### src/rtl/ibexc_dbus_pkg.sv
`default_nettype none
// ============================================================================
// Module   : ibexc_dbus_pkg
// Purpose  : Shared data-bus payload/response types and source IDs for the
//            two-master data-bus arbiter.
// Revision : 1.0 - initial release
// ============================================================================
package ibexc_dbus_pkg;

    // 32 data bits plus the capability valid-tag bit
    localparam int unsigned DataWidth = 33;

    typedef struct packed {
        logic                 we;
        logic [3:0]           be;
        logic [31:0]          addr;
        logic [DataWidth-1:0] wdata;
        logic                 is_cap;
    } dbus_req_t;

    typedef struct packed {
        logic [DataWidth-1:0] rdata;
        logic                 err;
    } dbus_rsp_t;

    typedef enum logic {
        SrcCore = 1'b0,
        SrcRvk  = 1'b1
    } dbus_src_e;

endpackage
`default_nettype wire

### src/rtl/ibexc_dbus_id_fifo.sv
`default_nettype none
// ============================================================================
// Module   : ibexc_dbus_id_fifo
// Purpose  : Synchronous FIFO of transaction source IDs, one entry per
//            granted-but-unanswered bus transfer.
// Revision : 1.0 - initial release
// ============================================================================
module ibexc_dbus_id_fifo
    import ibexc_dbus_pkg::*;
#(
    parameter int unsigned Depth = 2
) (
    input  logic      clk_i,
    input  logic      rst_i,
    input  logic      push_i,
    input  dbus_src_e push_src_i,
    input  logic      pop_i,
    output logic      full_o,
    output logic      empty_o,
    output dbus_src_e head_o
);

    localparam int unsigned PtrW = (Depth > 1) ? $clog2(Depth) : 1;
    localparam int unsigned CntW = $clog2(Depth + 1);

    dbus_src_e       mem_q [Depth];
    logic [PtrW-1:0] wr_ptr_d, wr_ptr_q;
    logic [PtrW-1:0] rd_ptr_d, rd_ptr_q;
    logic [CntW-1:0] count_d, count_q;
    logic            do_push;
    logic            do_pop;

    function automatic logic [PtrW-1:0] ptr_inc(input logic [PtrW-1:0] ptr);
        return (ptr == PtrW'(Depth - 1)) ? '0 : ptr + 1'b1;
    endfunction

    assign full_o  = (count_q == CntW'(Depth));
    assign empty_o = (count_q == '0);
    assign head_o  = mem_q[rd_ptr_q];
    assign do_push = push_i && !full_o;
    assign do_pop  = pop_i && !empty_o;

    always_comb begin
        wr_ptr_d = do_push ? ptr_inc(wr_ptr_q) : wr_ptr_q;
        rd_ptr_d = do_pop  ? ptr_inc(rd_ptr_q) : rd_ptr_q;
        count_d  = count_q;
        if (do_push && !do_pop) begin
            count_d = count_q + 1'b1;
        end else if (do_pop && !do_push) begin
            count_d = count_q - 1'b1;
        end
    end

    always_ff @(posedge clk_i) begin
        if (rst_i) begin
            wr_ptr_q <= '0;
            rd_ptr_q <= '0;
            count_q  <= '0;
        end else begin
            wr_ptr_q <= wr_ptr_d;
            rd_ptr_q <= rd_ptr_d;
            count_q  <= count_d;
        end
    end

    always_ff @(posedge clk_i) begin
        if (do_push) begin
            mem_q[wr_ptr_q] <= push_src_i;
        end
    end

endmodule
`default_nettype wire

### src/rtl/ibexc_dbus_arbiter.sv
`default_nettype none
// ============================================================================
// Module   : ibexc_dbus_arbiter
// Purpose  : Shares one data-memory port between the core LSU (M0) and the
//            revocation engine (M1); fixed priority with starvation override.
// Revision : 1.0 - initial release
// ============================================================================
module ibexc_dbus_arbiter
    import ibexc_dbus_pkg::*;
#(
    parameter int unsigned MaxOutstanding = 2,
    parameter int unsigned StarveLimit    = 8
) (
    input  logic      clk_i,
    input  logic      rst_i,
    input  logic      m0_req_i,
    input  dbus_req_t m0_pld_i,
    output logic      m0_gnt_o,
    output logic      m0_rvalid_o,
    output dbus_rsp_t m0_rsp_o,
    input  logic      m1_req_i,
    input  dbus_req_t m1_pld_i,
    output logic      m1_gnt_o,
    output logic      m1_rvalid_o,
    output dbus_rsp_t m1_rsp_o,
    output logic      s_req_o,
    output dbus_req_t s_pld_o,
    input  logic      s_gnt_i,
    input  logic      s_rvalid_i,
    input  dbus_rsp_t s_rsp_i,
    output logic      busy_o
);

    localparam int unsigned StarveW = $clog2(StarveLimit + 1);

    dbus_src_e          sel_d, sel_q;
    logic               lock_d, lock_q;
    logic [StarveW-1:0] starve_d, starve_q;
    logic               starved;
    logic               req;
    logic               gnt;
    logic               pop;
    logic               fifo_full;
    logic               fifo_empty;
    dbus_src_e          fifo_head;

    always_comb begin
        starved = (starve_q == StarveW'(StarveLimit));
        sel_d   = sel_q;
        if (!lock_q) begin
            if (m1_req_i && (starved || !m0_req_i)) begin
                sel_d = SrcRvk;
            end else if (m0_req_i) begin
                sel_d = SrcCore;
            end
        end
    end

    // Full is judged on registered occupancy, so a same-cycle response never
    // opens a combinational path from s_rvalid_i to s_req_o.
    assign req     = !rst_i && !fifo_full && ((sel_d == SrcRvk) ? m1_req_i : m0_req_i);
    assign gnt     = req && s_gnt_i;
    assign pop     = !rst_i && s_rvalid_i && !fifo_empty;

    assign s_req_o = req;
    assign s_pld_o = rst_i ? '0 : ((sel_d == SrcRvk) ? m1_pld_i : m0_pld_i);

    assign m0_gnt_o    = gnt && (sel_d == SrcCore);
    assign m1_gnt_o    = gnt && (sel_d == SrcRvk);
    assign m0_rvalid_o = pop && (fifo_head == SrcCore);
    assign m1_rvalid_o = pop && (fifo_head == SrcRvk);
    assign m0_rsp_o    = rst_i ? '0 : s_rsp_i;
    assign m1_rsp_o    = rst_i ? '0 : s_rsp_i;
    assign busy_o      = !rst_i && !fifo_empty;

    // Lock drops by itself if the locked master withdraws, since req falls.
    assign lock_d = req && !s_gnt_i;

    always_comb begin
        starve_d = '0;
        if (m1_req_i && !m1_gnt_o) begin
            starve_d = starved ? starve_q : starve_q + 1'b1;
        end
    end

    always_ff @(posedge clk_i) begin
        if (rst_i) begin
            sel_q    <= SrcCore;
            lock_q   <= 1'b0;
            starve_q <= '0;
        end else begin
            sel_q    <= sel_d;
            lock_q   <= lock_d;
            starve_q <= starve_d;
        end
    end

    ibexc_dbus_id_fifo #(
        .Depth (MaxOutstanding)
    ) u_id_fifo (
        .clk_i      (clk_i),
        .rst_i      (rst_i),
        .push_i     (gnt),
        .push_src_i (sel_d),
        .pop_i      (pop),
        .full_o     (fifo_full),
        .empty_o    (fifo_empty),
        .head_o     (fifo_head)
    );

`ifndef SYNTHESIS
    always_ff @(posedge clk_i) begin
        if (!rst_i) begin
            assert (!(s_rvalid_i && fifo_empty))
                else $warning("ibexc_dbus_arbiter: unsolicited rvalid dropped");
            assert (!(lock_q && !((sel_q == SrcRvk) ? m1_req_i : m0_req_i)))
                else $error("ibexc_dbus_arbiter: locked master withdrew its request");
        end
    end
`endif

endmodule
`default_nettype wire
### config.mk
export PLATFORM = sky130hd
export DESIGN_NAME = ibexc_dbus_arbiter
export DESIGN_NICKNAME = d
export VERILOG_FILES = /design/src/rtl/ibexc_dbus_pkg.sv /design/src/rtl/ibexc_dbus_id_fifo.sv /design/src/rtl/ibexc_dbus_arbiter.sv
export SDC_FILE = /design/constraint.sdc
export NUM_CORES = 1
export LEC_CHECK = 0
export BUFFER_PORTS_ARGS = -buffer_cell sky130_fd_sc_hd__buf_2
export CORE_AREA = 3 3 127 129
export DETAILED_ROUTE_END_ITERATION = 10
export DIE_AREA = 0 0 130 132
export PLACE_DENSITY_LB_ADDON = 0.25
export RECOVER_POWER = 25
export SYNTH_ARGS = -nofsm -noshare
export SYNTH_HDL_FRONTEND = slang
export SYNTH_HIERARCHICAL = 1
export SYNTH_SLANG_ARGS = --single-unit
### constraint.sdc
create_clock -name clk_i -period 4.75 [get_ports clk_i]
set_input_delay 0.7125 -clock clk_i [delete_from_list [all_inputs] [get_ports clk_i]]
set_output_delay 0.7125 -clock clk_i [all_outputs]
set_load 0.02 [all_outputs]
Yosys cells after proc, flatten, opt, wreduce, memory -nomap -nowiden
Memory sizes are Yosys's and may differ from the RTL's. A register that Yosys moved wholly into a read port is not among the register bits.
Cells that the tools add are included.
Widths: inputs -> output; s select.
{ "word_totals": {"in_bits": 182, "out_inout_bits": 145, "word_cells": 61, "mem_bits_rw": 2, "n_memories": 1, "regBits": 10} }
{ "classes": {"n_addsub": 5, "mux": 15, "n_reduce_logical": 29, "bitwise": 3, "eq_ne": 2} }
{ "memory_table": {"columns": ["memory", "words", "width", "rd", "rd_ports_with_merged_regs", "wr", "line", "text"], "rows": [
  ["u_id_fifo.mem_q", 2, 1, 1, 1, 1, "ibexc_dbus_id_fifo.sv:26", "dbus_src_e mem_q [Depth];"]
]} }
{ "ops": {"columns": ["operator", "n"], "rows": [
  ["$mux 71", 2],
  ["$mux 34", 1],
  ["$logic_and 1x1->1", 17],
  ["$mux 1", 10],
  ["$logic_not 1->1", 8],
  ["$add 4x1->4 const B", 1],
  ["$eq 4x4->1 const B", 1],
  ["$mux 2", 2],
  ["$not 1->1", 3],
  ["$add 1x1->1 const B", 2],
  ["$add 2x1->2 const B", 1],
  ["$eq 2x2->1 const B", 1],
  ["$logic_not 2->1", 1],
  ["$reduce_bool 2->1", 1],
  ["$reduce_or 2->1", 1],
  ["$sub 2x1->2 const B", 1],
  ["$logic_or 1x1->1", 1]
]} }

Depth between registers and ports, before layout
{ "depth": {"word_depth": 13, "ltp_mapped": 9, "depth_no_buf": 9} }

Cells and area by module
The synthesis kept the hierarchy.
{ "by_module_without_submodules": {"columns": ["mod", "n_inst", "area_each_um2", "cells_each"], "rows": [
  ["ibexc_dbus_arbiter", 1, 2509.9, 367],
  ["ibexc_dbus_id_fifo", 1, 289.0, 28]
]} }

Worst setup path before layout
No wires, ideal clock.
{ "synth_timing": {"kind": "in2out", "startpoint": "input port m1_req_i", "endpoint": "output port s_pld_o[0] (netlist name)", "stages": 6, "n_path_buf": 2, "t_arrival_ps": 1859, "required_ps": 4038, "path_slack_ps": 2178, "path_cell_list": "nor2b_4 -> o21ai_4 -> buf_4 -> buf_2 -> nand3_1 -> a21oi_1"} }
{ "synth_lines": {"columns": ["element", "line", "text"], "rows": [
  ["start: declaration", "ibexc_dbus_arbiter.sv:21", "input logic m1_req_i,"],
  ["end: declaration", "ibexc_dbus_arbiter.sv:27", "output dbus_req_t s_pld_o,"]
]} }

==> results.json <==
{
  "clk-insertion-delay-late_ps": 240,
  "peakVddDrop_mv": 0.209,
  "ant_nets": 0,
  "grt_max_degree": 105,
  "die_w_microns": 130,
  "htreeDepth": 1,
  "cp-startpoint": "starve_q[0]",
  "power.leakage_nw": 2.40,
  "grt_pass1_vias": 3302,
  "start_kind": "flop",
  "port_buffers": 326,
  "crit_arrival_ps": 2520,
  "cts_buffer_depth": 2,
  "clock.fmax_ghz": 0.309,
  "grt_pass1_wl_mm": 16.8,
  "cts.sinks": 13,
  "holdPathStages": 2,
  "layout.cells.non_filler": 845,
  "antenna_found_initial": 1,
  "nNetsFinal": 841,
  "critPathMaxStageDelay_ps": 520,
  "routed_wl_mm": 11.7,
  "cts.clk_slew.worst_paths_ps": 50,
  "via_per_inst": 4.38,
  "synth_seq_cells": 13,
  "synth_top_family_by_area": "compound AO/OA/AOI/OAI gates",
  "crit_chain": "inv_1 > ha_1 > and3b_1 > nand2_4 > buf_4 > nand3_1 > a21oi_1 > buf_2",
  "crit_slowest_cell": "nand2_4",
  "worst-path-max-fanout": 68,
  "grt_use_total": 0.118,
  "gp_congestion": 0.756,
  "synth-edff-count": 2,
  "endpoint_kind": "output port",
  "synthAdderAreaFrac": 0.0134,
  "status": "finished, final reports clean",
  "synth_nets": 580,
  "report.final.setup_viol": 0,
  "ctsHoldBuffers": 0,
  "rows": 45,
  "cts_buffers": 3,
  "drv_cap": 0,
  "rsz0062_at_grt": "no",
  "core_area_sq_um": 15100,
  "synth_top_flop_cell": "dfxtp_1",
  "hp-class": "flop to flop",
  "post-route-period-util": 0.682,
  "drc_errors": 0,
  "yosys.area_share.simple": 0.269,
  "worstPathRequired_ps": 4040,
  "dp_hpwl_mm": 9.25,
  "powerDensity_nw_per_um2": 174,
  "synthMuxAreaShare": 0.00760,
  "cts_resized": 0,
  "synthXorXnorAreaFrac": 0.0156,
  "grt.overflow.total": 0,
  "n_fill_cell": 1713,
  "dr.pass1.iters": 4,
  "ios": 327,
  "post_synth.cell_area_avg_sq_um": 7.09,
  "hp-start": "u_id_fifo/wr_ptr_q",
  "tritoncts": "yes",
  "postCtsSetupRepairBufs": 0,
  "synthCells": 395,
  "ys_warn_count": 6,
  "fp.dieArea_sq_um": 17200,
  "place_inst": 839,
  "worst_pin_slew_ps": 828,
  "clock-root-buffer": "clkbuf_16",
  "layout-drive-gt1-share": 0.484,
  "rr_worst_depth": 6,
  "chipHeight_microns": 132,
  "initial_utilization": 0.185,
  "seq_area_frac_synth": 0.100,
  "vias": 3698,
  "synth_compound_area_frac": 0.414,
  "wl_per_cell_microns": 13.8,
  "skew_ps": 2.70,
  "async_reset_ff_frac": 0,
  "synth_cell_types": 33,
  "tns_ps": 0,
  "crit_type": "flop to output port",
  "finalMaxSlewViolations": 0,
  "drt_first_iter_violations": 118,
  "syn_area_sq_um": 2800,
  "syn2layout_area_growth_pct": 53.2,
  "hold_viol": 0,
  "worstReg2RegStart": "starve_q[0]",
  "period_minus_slack_ps": 3240,
  "relSlewSlack": 0.448
}
==> path summary, 6_finish.rpt <==
path,endpoint,slack [ps]
max,s_pld_o[26],1510
min,u_id_fifo/wr_ptr_q,490
max reg2reg,starve_q[1],2510
min reg2reg,u_id_fifo/wr_ptr_q,490
==> critical path: cells and delay by family (launching register included) <==
| family | cells | cell delay [ps] |
|---|---|---|
| buffers and inverters | 3 | 620 |
| AOI/OAI and AO/OA | 1 | 140 |
| and+or+nand+nor | 3 | 900 |
| DFF | 1 | 340 |
| adders and majority gates | 1 | 200 |
==> cell families after synthesis <==
logic type | Yosys count
compound gates | 152
simple gates | 135
buf+inv | 85
flops | 13
xor+xnor | 5
fa+ha+maj | 3
mux | 2
==> synthesized netlist by cell type, types with 4 or more instances <==
| cell type | instances | area, sq um |
|---|---|---|
| a21oi_1 | 74 | 370 |
| nand3_1 | 72 | 360 |
| a21bo_1 | 70 | 701 |
| buf_4 | 42 | 315 |
| nor2b_1 | 35 | 219 |
| clkbuf_1 | 19 | 71.3 |
| buf_2 | 15 | 75.1 |
| dfxtp_1 | 11 | 220 |
| nor2_1 | 9 | 33.8 |
| inv_1 | 8 | 30.0 |
| nor4_1 | 4 | 25.0 |
| xor2_1 | 4 | 35.0 |
==> sequential cells by signal (all words and copies together) (netlist names), named ones only <==
signal              count
lock_q                  1
sel_q                   1
starve_q                4
u_id_fifo/count_q       2
u_id_fifo/mem_q         2
u_id_fifo/rd_ptr_q      1
u_id_fifo/wr_ptr_q      1
==> per-stage QoR <==
stage | total power (W) | worst slack, ps | instance area [sq um] | hold slack [ps] | util
after floorplan | 0.000437 | 2180 | 2800 | 452 | -
after global placement | 0.000598 | 1650 | 4260 | 479 | 0.281
after detailed placement | 0.000596 | 1630 | 4260 | 478 | 0.281
after CTS | 0.000758 | 1460 | 4340 | 487 | 0.286
after global routing | 0.000800 | 1280 | 4290 | 525 | 0.283
final | 0.000747 | 1510 | 4290 | 492 | 0.283
==> layer usage <==
metal  GRT usage  up-vias  wire [microns]
met5           0        -               0
met2       0.213      174            5710
met3      0.0190       12             789
met1       0.149     1636            5050
met4      0.0150        0             150
li1            -     1876               -
==> where the power goes <==
part | total, W | internal [W] | switching (W)
clock | 0.000160 | 0.000113 | 0.0000468
combinational | 0.000462 | 0.000191 | 0.000271
sequential | 0.000125 | 0.000119 | 0.00000597
total | 0.000747 | 0.000423 | 0.000324
==> layout by cell type, fill, tap and decap left out <==
cell type  instances
a211oi_1           2
diode_2            2
buf_4              7
nor2_1             9
nor2b_4            1
dfxtp_1           11
xor2_1             4
nand2_4            1
nor2b_2            1
and2_0             3
ha_1               3
a21bo_2            1
o21ai_4            1
clkbuf_1          28
edfxtp_1           2
o21ai_0            3
and3_1             2
mux2_2             1
nor4_1             4
xnor2_1            1
nor2b_1           35
nand2b_4           1
or3_1              2
nand3_1           72
mux2i_1            1
a21bo_1           70
a21oi_1           74
inv_1              8
nor3_1             3
and3b_1            1
clkbuf_16          3
a311o_2            1
buf_2            298
buf_12             1
==> area by class of cell <==
cell class	count	area (sq um)	share of cell area
Clock buffer	4	78.8	0.0184
Sequential cell	13	280	0.0653
Timing Repair Buffer	333	1670	0.388
Multi-Input combinational cell	297	1990	0.465
Tap cell	188	235	0.0548
Inverter	8	30.0	0.00700
Antenna cell	2	5.00	0.00117
(Power assumes the default switching activity.)
